===== config.mk =====
export PLATFORM = sky130hd
export DESIGN_NAME = multi_arbiter_wr_flat
export DESIGN_NICKNAME = d
export VERILOG_FILES = /design/src/rtl/multi_arbiter_wr_if.sv /design/src/rtl/multi_arbiter_wr.sv /design/src/flat_wrapper.sv
export SDC_FILE = /design/constraint.sdc
export NUM_CORES = 1
export LEC_CHECK = 0
export ABC_AREA = 1
export BUFFER_PORTS_ARGS = -buffer_cell sky130_fd_sc_hd__buf_2
export CAP_MARGIN = 20
export CORE_AREA = 10 10 54 56
export CTS_CLUSTER_SIZE = 40
export DETAILED_ROUTE_END_ITERATION = 6
export DIE_AREA = 0 0 64 66
export PLACE_DENSITY = 0.82
export SLEW_MARGIN = 20
export SYNTH_ARGS = -nofsm -noshare
export SYNTH_HDL_FRONTEND = slang
export SYNTH_SLANG_ARGS = --single-unit

===== constraint.sdc =====
create_clock -name clk -period 3.1 [get_ports clk]
set_input_delay 0.62 -clock clk [delete_from_list [all_inputs] [get_ports clk]]
set_output_delay 0.62 -clock clk [all_outputs]
set_load 0.02 [all_outputs]

===== src/rtl/multi_arbiter_wr_if.sv =====
// Token bus for multi_arbiter_wr: N input channels, a select channel, and the
// paired out/chose outputs with their stall returns.
interface multi_arbiter_wr_if #(
  parameter int F = 8,
  parameter int N = 4,
  parameter int S = $clog2(N)
) ();
  logic [N-1:0][F:0] in_data;
  logic [N-1:0]      in_back_stop;
  logic [S:0]        sel_data;
  logic              sel_back_stop;
  logic [F:0]        out_data;
  logic              out_down_stop;
  logic [S:0]        chose_data;
  logic              chose_down_stop;
  logic              err_bad_sel;

  modport slave (
    input  in_data, sel_data, out_down_stop, chose_down_stop,
    output in_back_stop, sel_back_stop, out_data, chose_data, err_bad_sel
  );

  modport master (
    output in_data, sel_data, out_down_stop, chose_down_stop,
    input  in_back_stop, sel_back_stop, out_data, chose_data, err_bad_sel
  );
endinterface


===== src/rtl/multi_arbiter_wr.sv =====
// N-way token arbiter with a single registered output entry; grants are
// steered by a select token (MODE 0) or round-robin (MODE 1).
module multi_arbiter_wr #(
  parameter int F    = 8,
  parameter int N    = 4,
  parameter int S    = $clog2(N),
  parameter int MODE = 0
) (
  input logic               clk,
  input logic               reset,
  multi_arbiter_wr_if.slave bus
);

  logic           out_valid;
  logic [F-1:0]   out_payload;
  logic [S-1:0]   chose_idx;
  logic           err_q;
  logic [S-1:0]   rr_ptr;

  logic           sel_valid;
  logic [S-1:0]   sel_idx;
  logic           drain;
  logic           can_accept;
  logic           hit;
  logic           fire;
  logic           bad_sel;
  logic [S-1:0]   grant;
  logic [F-1:0]   grant_payload;

  assign sel_valid  = bus.sel_data[S];
  assign sel_idx    = bus.sel_data[S-1:0];
  assign drain      = out_valid && !bus.out_down_stop && !bus.chose_down_stop;
  assign can_accept = !reset && (!out_valid || drain);

  // NOTE: every variable written here gets a default first, so no path leaves it unassigned and no latch is inferred.
  always_comb begin : arbitrate
    int idx;
    idx           = 0;
    hit           = 1'b0;
    grant         = '0;
    grant_payload = '0;
    bad_sel       = 1'b0;
    if (MODE == 0) begin
      for (int i = 0; i < N; i++) begin
        if (sel_valid && int'(sel_idx) == i && bus.in_data[i][F]) begin
          hit           = 1'b1;
          grant         = S'(i);
          grant_payload = bus.in_data[i][F-1:0];
        end
      end
      bad_sel = can_accept && sel_valid && (int'(sel_idx) >= N);
    end else begin
      // Walk downward so the last hit kept is the nearest valid channel at or after rr_ptr.
      for (int k = N - 1; k >= 0; k--) begin
        idx = (int'(rr_ptr) + k) % N;
        if (bus.in_data[idx][F]) begin
          hit           = 1'b1;
          grant         = S'(idx);
          grant_payload = bus.in_data[idx][F-1:0];
        end
      end
    end
    fire = can_accept && hit;
  end

  always_comb begin
    bus.in_back_stop = '1;
    for (int i = 0; i < N; i++) begin
      if (fire && grant == S'(i)) bus.in_back_stop[i] = 1'b0;
    end
  end

  assign bus.sel_back_stop = (MODE == 0) ? !(fire || bad_sel) : 1'b1;

  always_ff @(posedge clk) begin
    if (reset) begin
      out_valid <= 1'b0;
      err_q     <= 1'b0;
      rr_ptr    <= '0;
    end else begin
      err_q <= bad_sel;
      if (fire) begin
        out_valid <= 1'b1;
      end else if (drain) begin
        out_valid <= 1'b0;
      end
      if (MODE == 1 && fire) rr_ptr <= S'((int'(grant) + 1) % N);
    end
  end

  // NOTE: payload and index registers carry no reset; out_valid qualifies them, so stale contents are never observed.
  always_ff @(posedge clk) begin
    if (fire) begin
      out_payload <= grant_payload;
      chose_idx   <= grant;
    end
  end

  assign bus.out_data    = {out_valid, out_payload};
  assign bus.chose_data  = {out_valid, chose_idx};
  assign bus.err_bad_sel = err_q;

endmodule


===== src/flat_wrapper.sv =====
// flat-port wrapper written by rule: the top's interface ports become plain ports
module multi_arbiter_wr_flat 
#(
  parameter int F    = 8,
  parameter int N    = 4,
  parameter int S    = $clog2(N),
  parameter int MODE = 0
)
  (clk, reset, bus_in_data, bus_sel_data, bus_out_down_stop, bus_chose_down_stop, bus_in_back_stop, bus_sel_back_stop, bus_out_data, bus_chose_data, bus_err_bad_sel);
  multi_arbiter_wr_if #(.F(F), .N(N), .S(S)) bus_i ();
  input logic clk;
  input logic reset;
  input wire logic [$bits(bus_i.in_data)-1:0] bus_in_data;
  input wire logic [$bits(bus_i.sel_data)-1:0] bus_sel_data;
  input wire logic [$bits(bus_i.out_down_stop)-1:0] bus_out_down_stop;
  input wire logic [$bits(bus_i.chose_down_stop)-1:0] bus_chose_down_stop;
  output wire logic [$bits(bus_i.in_back_stop)-1:0] bus_in_back_stop;
  output wire logic [$bits(bus_i.sel_back_stop)-1:0] bus_sel_back_stop;
  output wire logic [$bits(bus_i.out_data)-1:0] bus_out_data;
  output wire logic [$bits(bus_i.chose_data)-1:0] bus_chose_data;
  output wire logic [$bits(bus_i.err_bad_sel)-1:0] bus_err_bad_sel;
  assign bus_i.in_data = bus_in_data;
  assign bus_i.sel_data = bus_sel_data;
  assign bus_i.out_down_stop = bus_out_down_stop;
  assign bus_i.chose_down_stop = bus_chose_down_stop;
  assign bus_in_back_stop = bus_i.in_back_stop;
  assign bus_sel_back_stop = bus_i.sel_back_stop;
  assign bus_out_data = bus_i.out_data;
  assign bus_chose_data = bus_i.chose_data;
  assign bus_err_bad_sel = bus_i.err_bad_sel;
  multi_arbiter_wr #(.F(F), .N(N), .S(S), .MODE(MODE)) u_core (.clk(clk), .reset(reset), .bus(bus_i));
endmodule

======== After elaboration in Yosys (flattened, before gate mapping) ========
Index checks and enable logic that the tools add are counted.
cells by class
  reduce and logical (&&, ||, !) cells .... 25
  mux-type cells .......................... 17
  equal/unequal tests ..................... 6
operators with widths
  kind                  number
  $mux W8               4
  $logic_and A1 B1 Y1   16
  $mux W1               11
  $eq A2 B2 Y1 const B  4
  $logic_not A1 Y1      5
  $eq A2 B1 Y1 const B  2
  $logic_not A2 Y1      2
  $mux W2               2
  $reduce_bool A2 Y1    1
  $logic_or A1 B1 Y1    1
word-level totals
  output and inout port bits .............. 18
  word-level logic and storage cells ...... 51
  flip-flop bits (word level) ............. 11
  bits of input ports ..................... 43

======== Logic depth before layout (Yosys ltp) ========
Gate-level depths: netlist of the first run.
  depth in word-level cells ............... 10
  depth in mapped cells ................... 7
  mapped depth without buffers ............ 7

======== Least setup slack after synthesis of the first run ========
No wires, ideal clock.
  kind .................................... input to output
  start ................................... in bus_sel_data[2]
  end ..................................... out bus_in_back_stop[0]
  required time ........................... 2,480 ps
  cell stages on the path ................. 5
  path buffers ............................ 1
  path slack .............................. 1,253 ps
  data arrival time ....................... 1,227 ps
  cell sequence ........................... nand2_2 nor2_2 buf_4 inv_1 nand4_1
between the ends
  cells in the longest elaborated chain, start to end .. 9
  elaborated cells between the ends (all ways) .. 19
  classes of those cells .................. mux: 8; reduce/logical: 11
ends and longest elaborated chain
  item                              RTL line                text
  start, declared                   flat_wrapper.sv:14      input wire logic [$bits(bus_i.sel_data)-1:0] bus_sel_data;
  $logic_and A1 B1 Y1 (2 in a row)  multi_arbiter_wr.sv:45  if (sel_valid && int'(sel_idx) == i && bus.in_data[i][F]) begin
  $mux W1 (4 in a row)              multi_arbiter_wr.sv:45
  $logic_and A1 B1 Y1               multi_arbiter_wr.sv:63  fire = can_accept && hit;
  $logic_and A1 B1 Y1 *             multi_arbiter_wr.sv:69  if (fire && grant == S'(i)) bus.in_back_stop[i] = 1'b0;
  $mux W1 *                         multi_arbiter_wr.sv:69
  end, declared                     flat_wrapper.sv:17      output wire logic [$bits(bus_i.in_back_stop)-1:0] bus_in_back_stop;
Mark *: on every way between the ends. The rest lies on a longest branch, timed or not.

======== Worst setup path after layout of the first run ========
  start ................................... in bus_sel_data[1]
  end ..................................... out bus_sel_back_stop
between the ends
  cells in the longest elaborated chain, start to end .. 9
  elaborated cells between the ends (all ways) .. 18
  classes of those cells .................. eq/ne: 3; mux: 4; reduce/logical: 11
ends and longest elaborated chain
  item                              RTL line                text
  $logic_not A2 Y1                  multi_arbiter_wr.sv:45
  $logic_and A1 B1 Y1 (2 in a row)  multi_arbiter_wr.sv:45
  $mux W1 (3 in a row)              multi_arbiter_wr.sv:45
  $mux W1 *                         multi_arbiter_wr.sv:45
  $logic_and A1 B1 Y1 *             multi_arbiter_wr.sv:63
  $logic_not A1 Y1 *                multi_arbiter_wr.sv:73  assign bus.sel_back_stop = (MODE == 0) ? !(fire || bad_sel) : 1'b1;
  end, declared                     flat_wrapper.sv:18      output wire logic [$bits(bus_i.sel_back_stop)-1:0] bus_sel_back_stop;
Marks and branches as above.

==> results.yml, run 1 <==
routing:
  drc_errors: 0
  num_vias: 781
  viasPerCell: 4.541
  drt_iter0_markers: 102
  drtPass1Iterations: 4
  wire_per_inst_um: 13.27
  wl_um: 2283
  final_antenna_net_count: 0
synth:
  synth_ff_type: "edfxtp_1"
  synth-compound-area-share_pct: 1.439
  yosys.area_share.simple_pct: 43.88
  synth_xor_xnor_area_share_pct: 0
  synth.area.mux_share_pct: 0
  synth_cell_types: 16
  yosysTopAreaCellShare_pct: 43.17
  async_reset_ff_share_pct: 0
  synth_area_leaders: "edfxtp_1 (43%), nand2_1 (22%), nand4_1 (8.1%)"
  synth_fp_nets: 129
  synthCells: 86
  syn_area_um2: 695.7
  seq_area_frac_synth_pct: 46.04
  yosys_warnings: 0
  yosysMostFrequentCell: "nand2_1"
  synth_top_family_by_area: "simple AND/OR/NAND/NOR gates"
  synth-edff-count: 10
  ys_top_cells_by_count: "nand2_1 (41), edfxtp_1 (10), nand4_1 (9)"
  synth_fa_ha_area_share_pct: 0
  yosysTopAreaCell: "edfxtp_1"
  ys_seq_elements: 11
  avgSynthCellArea_um2: 8.089
floorplanning:
  die_area_um2: 4224
  fp.dieW_um: 64
  row_count: 16
  start_util_pct: 36.58
  core_um2: 1902
  die_h_um: 66
  io-pin-count: 61
cts:
  cts-root-buf: "clkbuf_4"
  cts_hold_buf: 0
  htree_levels: 1
  cts_made_buffers: 3
  clk_pin_slew_ps: 60
  cts.sinks: 11
  clock_latency_ps: 250
  clk_path_buf_depth: 2
  cts_tree: "done"
  cts_resized: 0
  post_cts_buffers: 0
cells_and_area:
  synthToLayoutAreaGrowth_pct: 46.76
  nNetsFinal: 189
  final_cells: 172
  diodes: 0
  drive_gt1_share_pct: 48.97
grt:
  track_usage_pct: 10.65
  grt_pass1_vias: 793
  overflow: 0
  grt_pass1_wl_um: 3719
  grt_start_max_net_pins: 12
  grt_antenna_before_repair: 0
placed_design:
  dpl_worst_slack_ps: 809.6
  dp_hpwl_um: 1935
  dp_cells: 168
  port_buffers: 59
  routabilityCongestion: 0.7705
pwr:
  p_leak_nw: 0.5334
  p_total_w: 0.0003297
  ir_drop_v: 0.0001273
  p_per_area_nw_per_um2: 322.9
timing:
  fmax_ghz: 0.4376
  timing.setup.tns_ps: 0
  finalWorstSetupSlack_ps: 814.7
  drv_slew: 0
  timing.final.crit_share_pct: 73.72
  whs_ps: 600.5
  fin_crit_ps: 2285
  rsz0062_at_grt: "no"
  finClkSkew_ps: 1.143
  finalHoldViolCount: 0
  setup_viol: 0
run:
  drv_cap: 0
critical_path:
  worstPathArrival_ps: 1670
  crit_type: "input pin to primary output"
  endpoint_kind: "primary output"
  cp-start-kind: "input pin"
  cp.required_ps: 2480
  cp_max_fo: 11
min_path:
  timing.hold.worst.class: "input pin to register"
status:
  status: "complete, no violations"
==> layer usage <==
metal	track usage [%]	share of wire, %
met5	0	0
met4	4.918	1.4
met3	3.898	11
met2	17.04	48
met1	12.38	40
==> area by class of cell <==
type / instances / area, um2
Fill cell: 177 / 880.8
Sequential cell: 11 / 320.3
Multi-Input combinational cell: 64 / 319.1
Timing Repair Buffer: 59 / 295.3
Tap cell: 27 / 33.78
Clock buffer: 4 / 26.28
Inverter: 7 / 26.28
==> report_power, final <==
group / internal [W] / switching (W) / leakage [nW]
Combinational: 0.0000316 / 0.0000402 / 0.405
Sequential: 0.000167 / 0.00000109 / 0.113
Clock: 0.0000496 / 0.0000404 / 0.0150
==> through the flow <==
step	instance area, um2	util, %
6_report	1021	53.68
3_5_place_dp	994.7	52.30
3_3_place_gp	994.7	52.30
2_1_floorplan	695.7	-
4_1_cts	1021	53.68
5_1_grt	1021	53.68
==> worst paths after layout <==
path,start,end,slack [ps],cells after the start
max,bus_sel_data[1],bus_sel_back_stop,810,8
min reg2reg,u_core.out_valid,u_core.out_valid,630,4
min,reset,u_core.out_valid,600,4
max reg2reg,u_core.out_valid,u_core.chose_idx[0],1780,4
==> flip-flops by register name, summed over array words and instances, names as in the netlist <==
name,count
u_core.chose_idx,2
u_core.out_valid,1
u_core.out_payload,8
==> worst max-delay path, stage by stage <==
cell,delay (ps)
buf_2,110
inv_1,60
nand2_1,70
nor2_2,380
nor2_1,120
nand2_1,90
nand2_2,50
buf_2,150
==> layout by cell type, fill, tap and decap left out <==
cell,Yosys,final
a21oi_1,1,1
nand2_1,41,41
clkbuf_1,0,1
o21ai_0,1,1
inv_1,7,7
nor2_4,3,3
nor2_8,1,1
and2_2,1,1
nand3_1,1,1
edfxtp_1,10,10
conb_1,1,1
buf_2,0,59
nor2_2,1,1
clkbuf_4,0,3
dfxtp_1,1,1
nand4_1,9,9
nand2_2,3,3
nor2_1,1,1
==> kinds of logic after synthesis <==
family                 after synthesis
and+or+nand+nor                     61
DFF                                 11
buffers and inverters               11
AOI/OAI and AO/OA                    2
other                                1
(Power assumes the default switching activity.)
==> inputs of run 2 (changes only) <==
--- a/config.mk
+++ b/config.mk
@@ -5,14 +5,14 @@
 export SDC_FILE = /design/constraint.sdc
 export NUM_CORES = 1
 export LEC_CHECK = 0
-export ABC_AREA = 1
+export ABC_AREA = 0
 export BUFFER_PORTS_ARGS = -buffer_cell sky130_fd_sc_hd__buf_2
 export CAP_MARGIN = 20
-export CORE_AREA = 10 10 54 56
+export CORE_AREA = 10 10 61 63
 export CTS_CLUSTER_SIZE = 40
 export DETAILED_ROUTE_END_ITERATION = 6
-export DIE_AREA = 0 0 64 66
-export PLACE_DENSITY = 0.82
+export DIE_AREA = 0 0 71 73
+export PLACE_DENSITY = 0.77
 export SLEW_MARGIN = 20
 export SYNTH_ARGS = -nofsm -noshare
 export SYNTH_HDL_FRONTEND = slang
==> constraint.sdc (replaced) <==
create_clock -name clk -period 1.9 [get_ports clk]
set_input_delay 0.38 -clock clk [delete_from_list [all_inputs] [get_ports clk]]
set_output_delay 0.38 -clock clk [all_outputs]
set_load 0.02 [all_outputs]
==> results.yml, run 2 <==
status:
  status: "complete, no violations"
synth:
  synth-edff-count: 10
  ys_seq_elements: 11
  syn_area_um2: 917.1
  synth_area_leaders: "edfxtp_1 (33%), o211ai_2 (11%), and3b_1 (7.6%)"
  yosys_warnings: 0
  synth_ff_type: "edfxtp_1"
  ys_top_cells_by_count: "nand2_1 (12), nor2_1 (11), edfxtp_1 (10)"
  synth_fp_nets: 135
  yosysMostFrequentCell: "nand2_1"
  synthCells: 92
  avgSynthCellArea_um2: 9.969
  seq_area_frac_synth_pct: 34.92
  async_reset_ff_share_pct: 0
  yosysTopAreaCellShare_pct: 32.74
  synth_cell_types: 25
  yosysTopAreaCell: "edfxtp_1"
cts:
  clk_path_buf_depth: 2
  cts_hold_buf: 0
  post_cts_buffers: 0
  clock_latency_ps: 270
  clk_pin_slew_ps: 60
  cts_made_buffers: 3
  cts.sinks: 11
  htree_levels: 1
  cts-root-buf: "clkbuf_4"
  cts_resized: 0
  cts_tree: "done"
cells_and_area:
  nNetsFinal: 194
  fill_cells: 255
  diodes: 0
  final_util_pct: 47.18
  regMostFlops: "u_core.out_payload"
  layout_commonest_cell: "buf_2"
  final-seq-area_um2: 320.3
  final_cell_mix: "buf_2 (59), nand2_1 (12), nor2_1 (11)"
  largest_reg_flops: 8
  final_cells: 181
  multi_input_area_um2: 511.7
  top_regs: "u_core.out_payload x8, u_core.chose_idx x2, u_core.out_valid x1"
  drive_gt1_share_pct: 53.33
  synthToLayoutAreaGrowth_pct: 34.52
routing:
  viasPerCell: 4.939
  num_vias: 894
  drc_errors: 0
  wl_um: 2874
  drtPass1Iterations: 4
  final_antenna_net_count: 0
  drt_iter0_markers: 31
  wire_per_inst_um: 15.88
critical_path:
  cp-start-kind: "register"
  crit_type: "register to primary output"
  endpoint_kind: "primary output"
  cp.required_ps: 1520
  cp_max_fo: 6
  r2r_slack_ps: 390
  worstPathArrival_ps: 1290
timing:
  finalHoldViolCount: 0
  fmax_ghz: 0.5979
  timing.final.crit_share_pct: 88.03
  fin_crit_ps: 1672
  finClkSkew_ps: 0.9412
  timing.setup.tns_ps: 0
  rsz0062_at_grt: "no"
  whs_ps: 391.3
  setup_viol: 0
  drv_slew: 0
floorplanning:
  start_util_pct: 35.07
  row_count: 19
  core_um2: 2615
  die_h_um: 73
  die_area_um2: 5183
  fp.dieW_um: 71
  io-pin-count: 61
pwr:
  ir_drop_v: 0.0003464
  p_per_area_nw_per_um2: 496.4
  p_leak_nw: 0.5522
placed_design:
  routabilityCongestion: 0.7609
  port_buffers: 59
  dp_hpwl_um: 2518
  dp_cells: 177
grt:
  grt_pass1_vias: 954
  grt_antenna_before_repair: 0
  overflow: 0
  grt_start_max_net_pins: 22
  grt_pass1_wl_um: 4409
  track_usage_pct: 10.42
min_path:
  timing.hold.worst.class: "input pin to register"
run:
  drv_cap: 0
-- run 2: changes by cell type after synthesis, sizes merged, moves of 5 or more --
cell / previous run / this run
nand4: 9 / 1
and3b: 0 / 8
nor2: 6 / 11
nand2: 44 / 12
a31oi: 0 / 8
nand3b: 0 / 8
buf: 4 / 10
inv: 7 / 0
o211ai: 0 / 8
-- run 2: final timing paths --
check / from / to / cells after the start
setup / recovery: u_core.out_valid / bus_in_back_stop[0] / 4
hold / removal: reset / u_core.out_valid / 2
hold reg to reg: u_core.out_valid / u_core.out_valid / 2
setup reg to reg: u_core.out_valid / u_core.out_payload[7] / 3
-- run 2: cell families (layout without fill, tap and decap cells) --
logic type,after synthesis,count (layout),synth area share [%]
buffers and inverters,11,69,9.277
flip-flops,11,11,34.93
AO/OA/AOI/OAI,19,19,20.60
multiplexers,3,3,3.411
other,1,1,0.4089
AND/OR/NAND/NOR,47,47,31.38
-- run 2: final cells by class --
cell class | instances | area share, %
Sequential cell | 11 | 25.96
Multi-Input combinational cell | 70 | 41.48
Timing Repair Buffer | 64 | 26.98
Clock buffer | 4 | 2.130
Inverter | 1 | 0.3043
Tap cell | 31 | 3.144
-- run 2: per-stage QoR --
stage | power (W) | cell area, um2 | setup slack (ps)
final | 0.0006124 | 1234 | 227.5
after global routing | 0.0006386 | 1234 | 81.93
after CTS | 0.0006161 | 1234 | 212.2
after detailed placement | 0.0004635 | 1207 | 154.1
after global placement | 0.0004556 | 1207 | 231.5
after floorplan | 0.0003939 | 917.1 | 386.3
-- run 2: routing by layer --
metal | GRT usage, % | vias up | share of wire, %
met5 | 0 | - | 0
met4 | 5.806 | 0 | 2.4
met3 | 3.401 | 8 | 10
met2 | 17.51 | 47 | 48
met1 | 11.32 | 385 | 40
li1 | - | 454 | -
-- run 2: power breakdown --
part | leakage [nW] | internal, W | switching (W) | total, W
clock | 0.0150 | 0.0000814 | 0.0000743 | 0.000156
sequential | 0.0962 | 0.000278 | 0.00000330 | 0.000282
combinational | 0.441 | 0.0000786 | 0.0000964 | 0.000175
-- run 2: critical path, cell delays in order, from the launching register on --
cell,delay (ps)
dfxtp_1,330
o21a_1,120
nor2_1,270
nand4b_1,130
buf_2,180
==> inputs of run 3 (changes only) <==
--- a/config.mk
+++ b/config.mk
@@ -8,11 +8,11 @@
 export ABC_AREA = 0
 export BUFFER_PORTS_ARGS = -buffer_cell sky130_fd_sc_hd__buf_2
 export CAP_MARGIN = 20
-export CORE_AREA = 10 10 61 63
+export CORE_AREA = 10 10 57 59
 export CTS_CLUSTER_SIZE = 40
 export DETAILED_ROUTE_END_ITERATION = 6
-export DIE_AREA = 0 0 71 73
-export PLACE_DENSITY = 0.77
+export DIE_AREA = 0 0 67 69
+export PLACE_DENSITY = 0.85
 export SLEW_MARGIN = 20
 export SYNTH_ARGS = -nofsm -noshare
 export SYNTH_HDL_FRONTEND = slang
==> constraint.sdc (replaced) <==
create_clock -name clk -period 1.96 [get_ports clk]
set_input_delay 0.392 -clock clk [delete_from_list [all_inputs] [get_ports clk]]
set_output_delay 0.392 -clock clk [all_outputs]
set_load 0.02 [all_outputs]
==> results.yml, run 3 (synthesis gave the netlist of run 2 again) <==
routing:
  drt_iter0_markers: 10
  drc_errors: 0
  drtPass1Iterations: 4
  wire_per_inst_um: 14.24
  num_vias: 880
  wl_um: 2534
  final_antenna_net_count: 0
  viasPerCell: 4.944
floorplanning:
  fp.dieW_um: 67
  start_util_pct: 42.69
  die_area_um2: 4623
  row_count: 17
  die_h_um: 69
  io-pin-count: 61
  core_um2: 2148
placed_design:
  dpl_worst_slack_ps: 251.0
  dp_cells: 174
  routabilityCongestion: 0.8695
  port_buffers: 59
  postPlaceCellArea_um2: 1204
timing:
  setup_viol: 0
  fin_crit_ps: 1641
  finalWorstSetupSlack_ps: 318.8
  fmax_ghz: 0.6093
  rsz0062_at_grt: "no"
  timing.setup.tns_ps: 0
  finalHoldViolCount: 0
  finClkSkew_ps: 4.025
  whs_ps: 401.5
  timing.final.crit_share_pct: 83.73
  drv_slew: 0
grt:
  grt_pass1_vias: 943
  grt_pass1_wl_um: 4029
  overflow: 0
  track_usage_pct: 10.72
  grt_start_max_net_pins: 22
  grt_antenna_before_repair: 0
cts:
  post_cts_buffers: 0
  cts_hold_buf: 0
  clk_pin_slew_ps: 60
  cts_tree: "done"
  clock_latency_ps: 260
  clk_path_buf_depth: 2
  cts_resized: 0
  htree_levels: 1
  cts.sinks: 11
  cts_made_buffers: 3
  cts-root-buf: "clkbuf_4"
pwr:
  p_leak_nw: 0.5522
  p_per_area_nw_per_um2: 472.6
  ir_drop_v: 0.0003222
cells_and_area:
  drive_gt1_share_pct: 53.33
  top_regs: "u_core.out_payload x8, u_core.chose_idx x2, u_core.out_valid x1"
  final_cells: 178
  synthToLayoutAreaGrowth_pct: 34.11
  nNetsFinal: 194
  layout_commonest_cell: "buf_2"
  regMostFlops: "u_core.out_payload"
  largest_reg_flops: 8
  final_cell_area_um2: 1230
  final_cell_mix: "buf_2 (59), nand2_1 (12), nor2_1 (11)"
  diodes: 0
critical_path:
  cp.required_ps: 1570
  crit_type: "input pin to primary output"
  endpoint_kind: "primary output"
  worstPathArrival_ps: 1250
  cp_max_fo: 10
  r2r_slack_ps: 520
  r2r_start: "u_core.out_valid"
  rr_endpoint: "u_core.out_payload[0]"
  reg2regPathDepth: 3
  cp-start-kind: "input pin"
min_path:
  worstHoldStart: "reset"
  timing.hold.worst.class: "input pin to register"
  whs_path_depth: 2
  min_to: "u_core.out_valid"
run:
  drv_cap: 0
status:
  status: "complete, no violations"
[run 3: cell counts in the layout (fill, tap and decap cells not counted)]
Identical to the previous run, type by type.
[run 3: power by group]
group | internal (W) | switching, W
Sequential | 0.000270 | 0.00000252
Combinational | 0.0000761 | 0.0000907
Clock | 0.0000784 | 0.0000637
Total | 0.000424 | 0.000157
[run 3: layout make-up]
| type | instances | area, um2 |
|---|---|---|
| well taps | 28 | 35.03 |
| clock buffers | 4 | 26.28 |
| multi-input cells | 70 | 511.7 |
| fillers | 198 | 918.4 |
| repair buffers | 64 | 332.8 |
| flip-flops and latches | 11 | 320.3 |
| inverters | 1 | 3.754 |
[run 3: worst max-delay path, stage by stage]
cell and delay [ps]:
buf_2 140, and2b_2 240, buf_4 190, nand4b_1 110, buf_2 180
[run 3: per-layer routing]
layer / routed length [um] / vias up / track usage (%)
li1: - / 452 / -
met1: 933 / 378 / 10.92
met2: 1250 / 44 / 18.83
met3: 287 / 6 / 2.899
met4: 62 / 0 / 5.656
met5: 0 / - / 0
[run 3: through the flow]
stage                     utilization, %  total power [W]
after floorplan                        -        0.0003818
after global placement             56.03        0.0004406
after detailed placement           56.03        0.0004452
after CTS                          57.25        0.0005871
after global routing               57.25        0.0006180
final                              57.25        0.0005813
[run 3: worst max path at each step]
stage,slack (ps),endpoint,cells after the start,from
after floorplan,430,bus_in_back_stop[3],4,bus_in_data[17]
after global placement,290,u_core.out_payload[0],4,bus_out_down_stop
after detailed placement,250,u_core.out_payload[0],4,bus_out_down_stop
after CTS,320,bus_in_back_stop[0],5,bus_sel_data[1]
after global routing,180,bus_in_back_stop[1],4,u_core.out_valid
final,320,bus_in_back_stop[0],5,bus_sel_data[1]
